--- config.mk ---
export PLATFORM = sky130hd
export DESIGN_NAME = fifo_wr_arbiter
export DESIGN_NICKNAME = d
export VERILOG_FILES = /design/src/rtl/fifo_wr_arbiter.sv
export SDC_FILE = /design/constraint.sdc
export NUM_CORES = 1
export LEC_CHECK = 0
export CAP_MARGIN = 20
export CELL_PAD_IN_SITES_DETAIL_PLACEMENT = 1
export CELL_PAD_IN_SITES_GLOBAL_PLACEMENT = 2
export CORE_MARGIN = 1.5
export CORE_UTILIZATION = 21
export CTS_BUF_LIST = sky130_fd_sc_hd__clkbuf_4 sky130_fd_sc_hd__clkbuf_8
export CTS_CLUSTER_SIZE = 10
export DETAILED_ROUTE_END_ITERATION = 10
export PLACE_DENSITY_LB_ADDON = 0.1
export SYNTH_ARGS = -nofsm -noshare
export SYNTH_HDL_FRONTEND = slang
export SYNTH_SLANG_ARGS = --single-unit
export TNS_END_PERCENT = 1
--- constraint.sdc ---
create_clock -name clk -period 1.7 [get_ports clk]
set_input_delay 0.17 -clock clk [delete_from_list [all_inputs] [get_ports clk]]
set_output_delay 0.17 -clock clk [all_outputs]
set_load 0.02 [all_outputs]
--- src/rtl/fifo_wr_arbiter.sv ---
// fifo_wr_arbiter: round-robin arbiter merging NUM_REQ valid/ready producers
// onto a single FIFO write port. A winner keeps the port for up to BURST_LEN
// beats, then the pointer advances past it. Writes are throttled by fifo_full.
module fifo_wr_arbiter #(
  parameter int NUM_REQ    = 4,
  parameter int DATA_WIDTH = 8,
  parameter int BURST_LEN  = 4
) (
  input  logic                          clk,
  input  logic                          rst_n,
  input  logic [NUM_REQ-1:0]            req_valid,
  input  logic [NUM_REQ*DATA_WIDTH-1:0] req_data,
  output logic [NUM_REQ-1:0]            req_ready,
  input  logic                          fifo_full,
  output logic                          fifo_wr_en,
  output logic [DATA_WIDTH-1:0]         fifo_wr_data,
  output logic [NUM_REQ-1:0]            grant,
  output logic                          busy
);

  localparam int PTR_W = $clog2(NUM_REQ);
  localparam int CNT_W = $clog2(BURST_LEN + 1);

  typedef enum logic [0:0] {
    IDLE  = 1'b0,
    GRANT = 1'b1
  } state_t;

  state_t               state_r;
  logic [PTR_W-1:0]     owner_r;
  logic [PTR_W-1:0]     rr_ptr_r;
  logic [CNT_W-1:0]     beat_cnt_r;
  logic [NUM_REQ-1:0]   grant_r;
  logic                 busy_r;

  logic                  pick_found_s;
  logic [PTR_W-1:0]      pick_idx_s;
  logic                  owner_valid_s;
  logic [DATA_WIDTH-1:0] owner_data_s;
  logic                  last_beat_s;
  logic [PTR_W-1:0]      next_ptr_s;

  // Index to one-hot conversion for the grant vector.
  function automatic logic [NUM_REQ-1:0] to_onehot(input logic [PTR_W-1:0] idx);
    logic [NUM_REQ-1:0] vec;
    vec = '0;
    for (int i = 0; i < NUM_REQ; i++) begin
      if (idx == PTR_W'(i)) begin
        vec[i] = 1'b1;
      end else begin
        vec[i] = 1'b0;
      end
    end
    return vec;
  endfunction

  // Round-robin search: first valid requester at or after rr_ptr, wrapping by compare.
  always_comb begin
    logic [PTR_W:0]   sum;
    logic [PTR_W-1:0] cand;
    pick_found_s = 1'b0;
    pick_idx_s   = '0;
    sum          = '0;
    cand         = '0;
    for (int k = 0; k < NUM_REQ; k++) begin
      sum = {1'b0, rr_ptr_r} + (PTR_W+1)'(k);
      if (sum >= (PTR_W+1)'(NUM_REQ)) begin
        sum = sum - (PTR_W+1)'(NUM_REQ);
      end else begin
        sum = sum;
      end
      cand = sum[PTR_W-1:0];
      if (!pick_found_s && req_valid[cand]) begin
        pick_found_s = 1'b1;
        pick_idx_s   = cand;
      end else begin
        pick_found_s = pick_found_s;
      end
    end
  end

  // Owner's valid/data selection and the combinational handshake/write outputs.
  always_comb begin
    owner_valid_s = 1'b0;
    owner_data_s  = '0;
    for (int i = 0; i < NUM_REQ; i++) begin
      if (owner_r == PTR_W'(i)) begin
        owner_valid_s = req_valid[i];
        owner_data_s  = req_data[i*DATA_WIDTH +: DATA_WIDTH];
      end else begin
        owner_valid_s = owner_valid_s;
      end
    end
    if (state_r == GRANT && !fifo_full) begin
      req_ready = grant_r;
    end else begin
      req_ready = '0;
    end
    fifo_wr_en = (state_r == GRANT) && owner_valid_s && !fifo_full;
    if (fifo_wr_en) begin
      fifo_wr_data = owner_data_s;
    end else begin
      fifo_wr_data = '0;
    end
    last_beat_s = (beat_cnt_r == CNT_W'(BURST_LEN - 1));
    if (owner_r == PTR_W'(NUM_REQ - 1)) begin
      next_ptr_s = '0;
    end else begin
      next_ptr_s = owner_r + PTR_W'(1);
    end
  end

  // Arbitration state machine: grant, burst counting and release.
  always_ff @(posedge clk or negedge rst_n) begin
    if (!rst_n) begin
      state_r    <= IDLE;
      owner_r    <= '0;
      rr_ptr_r   <= '0;
      beat_cnt_r <= '0;
      grant_r    <= '0;
      busy_r     <= 1'b0;
    end else begin
      case (state_r)
        IDLE: begin
          if (pick_found_s) begin
            state_r    <= GRANT;
            owner_r    <= pick_idx_s;
            beat_cnt_r <= '0;
            grant_r    <= to_onehot(pick_idx_s);
            busy_r     <= 1'b1;
          end else begin
            grant_r <= '0;
            busy_r  <= 1'b0;
          end
        end
        GRANT: begin
          if (!owner_valid_s || (fifo_wr_en && last_beat_s)) begin
            state_r    <= IDLE;
            rr_ptr_r   <= next_ptr_s;
            beat_cnt_r <= '0;
            grant_r    <= '0;
            busy_r     <= 1'b0;
          end else if (fifo_wr_en) begin
            beat_cnt_r <= beat_cnt_r + CNT_W'(1);
          end else begin
            beat_cnt_r <= beat_cnt_r;
          end
        end
        default: begin
          state_r <= IDLE;
          grant_r <= '0;
          busy_r  <= 1'b0;
        end
      endcase
    end
  end

  assign grant = grant_r;
  assign busy  = busy_r;

endmodule
-- Word-level counts from Yosys, hierarchy flattened
Index checks and enable logic that the tools add are counted.
- flip-flop bits (word level): 13
- output and inout bits: 18
- logic and storage cells: 99
- input bits: 39
- muxes and demuxes: 47
- order comparisons: 8
- reductions and logical operators: 18
- eq/ne operators: 10
- add/subtract/negate cells: 9
- bitwise operators: 1
- operators by type and width (cell ; number):
    $mux W8 ; 5
    $mux W1 ; 19
    $mux W2 ; 9
    $lt A2 B3 Y1 const B ; 4
    $mux W4 ; 3
    $ge A3 B3 Y1 const B ; 3
    $mux W3 ; 3
    $bmux W1 S2 ; 4
    $eq A2 B2 Y1 const B ; 4
    $pmux W4 S2 ; 1
    $sub A2 B1 Y2 const B ; 4
    $logic_and A1 B1 Y1 ; 7
    $add A2 B2 Y3 const B ; 2
    $pmux W3 S2 ; 1
    $reduce_and A2 Y1 ; 3
    $logic_not A1 Y1 ; 5
    $eq A2 B1 Y1 const B ; 2
    $logic_not A2 Y1 ; 2
    $pmux W1 S2 ; 2
    $add A2 B1 Y3 const B ; 1
    $add A3 B1 Y3 const B ; 1
    $eq A3 B2 Y1 const B ; 1
    $ge A2 B3 Y1 const B ; 1
    $ne A3 B2 Y1 const B ; 1
    other kinds (5) ; 5

-- Logic depth before layout (Yosys ltp)
- word-level depth: 18
- gate-level depth with buffers: 8
- mapped depth without buffers: 6

-- Worst setup path before layout
Ideal clock, no wire load.
- path type: reg2out
- start point: register owner_r[0]
- end point: output port fifo_wr_data[0]
- arrival time: 1.815 ns
- data required time: 1.530 ns
- cell stages (with the launch flop): 8
- buffers on the path: 2
- setup slack: -0.285 ns
- cell sequence: dfrtp_1 ha_1 buf_6 nand3b_4 a221oi_4 and2_1 buf_4 and2_1
- word-level cells in the longest chain between the ends: 8
- elaborated cells between the ends (all ways): 15
- classes of those cells: eq/ne: 3; mux: 9; reduce/logical: 3
- RTL lines (item ; RTL line ; RTL):
    start, declared ; 30 ; logic [PTR_W-1:0] owner_r;
    start signal, assigned ; 127 ; owner_r <= pick_idx_s;
    $logic_not A2 Y1 ; 87 ; if (owner_r == PTR_W'(i)) begin
    $mux W1 (3 in a row) ; 87 ;
    $mux W1 (*) ; 87 ;
    $logic_and A1 B1 Y1 (*) (2 in a row) ; 99 ; fifo_wr_en = (state_r == GRANT) && owner_valid_s && !fifo_full;
    via fifo_wr_en ; 15 ; output logic fifo_wr_en,
    $mux W8 (*) ; 100 ; if (fifo_wr_en) begin
    end, declared ; 16 ; output logic [DATA_WIDTH-1:0] fifo_wr_data,
The timed path passes the listed nets; every way through them passes the cells marked *.

-- Worst setup path in the final report
- start point: register owner_r[1]
- end point: output port fifo_wr_data[2]
- word-level cells in the longest chain between the ends: 8
- elaborated cells between the ends (all ways): 15
- classes of those cells: eq/ne: 3; mux: 9; reduce/logical: 3
- RTL lines (item ; RTL line):
    $logic_not A2 Y1 ; 87
    $mux W1 (4 in a row) ; 87
    $logic_and A1 B1 Y1 (2 in a row) ; 99
    $mux W8 (*) ; 100
Mark *: on every way between the ends. The rest lies on a longest branch, timed or not.

==> flow_metrics.tcl <==
set metrics [dict create \
    ys_ff_latch 13 \
    clock.fmax_mhz 491 \
    async_flop_share_pct 100 \
    ys_types 37 \
    core-area_sq_um 5200 \
    start_util_pct 22.1 \
    totalWireLength_mm 4.00 \
    drtPass1Iterations 3 \
    synthCells 119 \
    placed_area_sq_um 1950 \
    ios 57 \
    holdBufCountCts 0 \
    synth_area_sq_um 1150 \
    synthTopCellsByArea "dfrtp_1 28%, and2_1 7.1%, a221oi_1 6.8%" \
    overflow 0 \
    critical_path_required_ns 1.53 \
    hold_violations 0 \
    slew_viol_final 0 \
    layout.nets 238 \
    synth_nets 164 \
    worstSetupEndpointType "primary output" \
    antenna_cells 0 \
    track_usage_pct 13.6 \
    startpoint_type "register" \
    drcViolationCount 0 \
    ir_drop_v 0.000906 \
    finalCriticalPeriod_ns 2.04 \
    synth-main-ff-cell "dfrtp_1" \
    area_delta_synth_final_pct 83.9 \
    fin_cells 262 \
    status "complete, but fails checks" \
    vias_per_cell 4.58 \
    die_y_um 77.1 \
    synth_mux_area_share_pct 7.60 \
    fin_crit_sh_pct 120 \
    seq_area_frac_synth_pct 28.2 \
    portBuffers 56 \
    fin_ws_ns -0.335 \
    rsz0062_at_grt "yes" \
    synth.avg_cell_area_sq_um 9.68 \
    leakage_nw 0.918 \
    clk_pin_slew_ns 0.06 \
    skew_ns 0.00486 \
    setup_viol 20 \
    grt_pass1_vias 1296 \
    wl_per_cell_um 15.3 \
    synth_top_area_cell "dfrtp_1" \
    relSlewSlack_pct 57.7 \
    yosys.area_share.simple_pct 25.7 \
    cp_max_fo 9 \
    placedCellCount 256 \
    worst_ep_arrival_time_ns 1.87 \
    dieArea_sq_um 5940 \
    synth_xor_area_share_pct 0 \
    drt_iter0_drc 25 \
    synthAdderAreaFrac_pct 6.51 \
    cts_buffer_depth 2 \
    clockRootBuffer "clkbuf_8" \
    cts_buffers 3 \
    cts_sinks 13 \
    yosys-top-cells-count "13 x and2_1, 13 x dfrtp_1, 12 x nor2b_1, 9 x a221oi_1, 9 x nand2_1" \
    violations "negative setup slack" \
    clock_latency_ns 0.24 \
    final_cell_area_sq_um 2120 \
    place_congestion 0.727 \
    tritoncts "done" \
    hp-class "in2async" \
    synth_compound_area_share_pct 26.1 \
    yosys_warnings 0 \
    die_width_um 77.1 \
    drive_gt1_share_pct 36.5 \
    synth_top_family_by_area "compound AO/OA/AOI/OAI gates" \
    grt_pass1_wl_mm 6.53 \
    antenna_left 0 \
    p_per_area_nw_per_um2 1580 \
    critical_path_class "reg2out" \
    synth_edf_count 0 \
    place_hpwl_mm 3.18 \
    antenna_found_initial 0 \
    grt_max_degree 15 \
    fin_setup_tns_ns -4.03 \
    h-tree-depth 1 \
    tightestPinTransition_ns 0.633 \
    cap_violations 0 \
    synth_top_area_share_pct 28.2 \
    row_count 26 \
    dr_total_vias 1201 \
]
==> registers in the layout, indices dropped and copies added, names as in the netlist <==
| signal | count |
|---|---|
| rr_ptr_r | 2 |
| grant | 4 |
| state_r | 1 |
| owner_r | 2 |
| beat_cnt_r | 3 |
| busy | 1 |
==> final timing paths <==
path	startpoint	endpoint	slack, ns	cells after the start
setup / recovery	owner_r[1]	fifo_wr_data[2]	-0.34	7
hold / removal	rst_n	owner_r[1]	0.32	1
setup reg to reg	owner_r[1]	rr_ptr_r[0]	-0.23	7
hold reg to reg	busy	busy	0.49	1
max in group asynchronous	rst_n	owner_r[0]	0.94	1
min in group clk	busy	busy	0.49	1
==> placed cells by master (no fill, tap or decap), types with 3 or more instances in the layout <==
cell type        instances
dlygate4sd2_1            4
a221oi_2                 6
clkbuf_8                 3
a32o_2                   4
ha_4                     4
buf_4                   21
and2_4                   9
nand2_1                  9
nor2_1                   3
and2_1                   4
dfrtp_1                 12
mux2i_1                  5
buf_6                    9
nor2b_1                 11
o31ai_1                  8
clkdlybuf4s50_1         43
a221oi_1                 3
==> power breakdown <==
part           leakage (nW)  total (mW)  internal, mW  switching (mW)
Combinational         0.728        2.51          1.34            1.17
Sequential            0.164       0.573         0.446           0.127
Clock                0.0255       0.274         0.162           0.112
Total                 0.918        3.36          1.95            1.41
==> worst max-delay path: stages, from the launching register on <==
cell	delay, ns
dfrtp_1	0.40
buf_4	0.15
ha_4	0.17
nor3b_4	0.16
a221oi_4	0.22
and2_4	0.25
and2_4	0.16
buf_6	0.11
==> through the flow <==
stage	setup WS (ns)	hold slack, ns	power [mW]	util, %
after global placement	-0.644	0.461	2.74	37.4
after floorplan	-0.204	-0.126	1.99	-
after detailed placement	-0.694	0.489	2.81	37.4
after CTS	-0.336	0.341	3.36	40.4
final	-0.335	0.321	3.36	40.7
after global routing	-0.425	0.368	3.60	40.7
==> per-layer routing <==
layer  routed length, um  track usage [%]
met3                 174             2.50
met1                1730             16.5
met5                   0                0
met4                  53             3.45
met2                2040             24.7
==> cell families after synthesis <==
group | Yosys count
AND/OR/NAND/NOR | 48
AO/OA/AOI/OAI | 31
buffers and inverters | 13
flip-flops | 13
multiplexers | 8
adder cells (fa/ha/maj) | 6
==> timing repair <==
| item | CTS | global route |
|---|---|---|
| endpoints found under the hold margin | 0 | 0 |
| gates resized for setup | 77 | 3 |
| buffers inserted | 3 | 0 |
| pin swaps | 13 | 2 |
| setup endpoints to repair | 24 | 20 |
==> cell type report <==
| type | instances | area (sq um) |
|---|---|---|
| Fill cell | 588 | 3090 |
| Clock buffer | 3 | 41.3 |
| Multi-Input combinational cell | 93 | 902 |
| Tap cell | 70 | 87.6 |
| Sequential cell | 13 | 327 |
| Timing Repair Buffer | 78 | 739 |
| Clock inverter | 1 | 5.00 |
| Inverter | 4 | 17.5 |
Power figures use the tool's default switching activity.
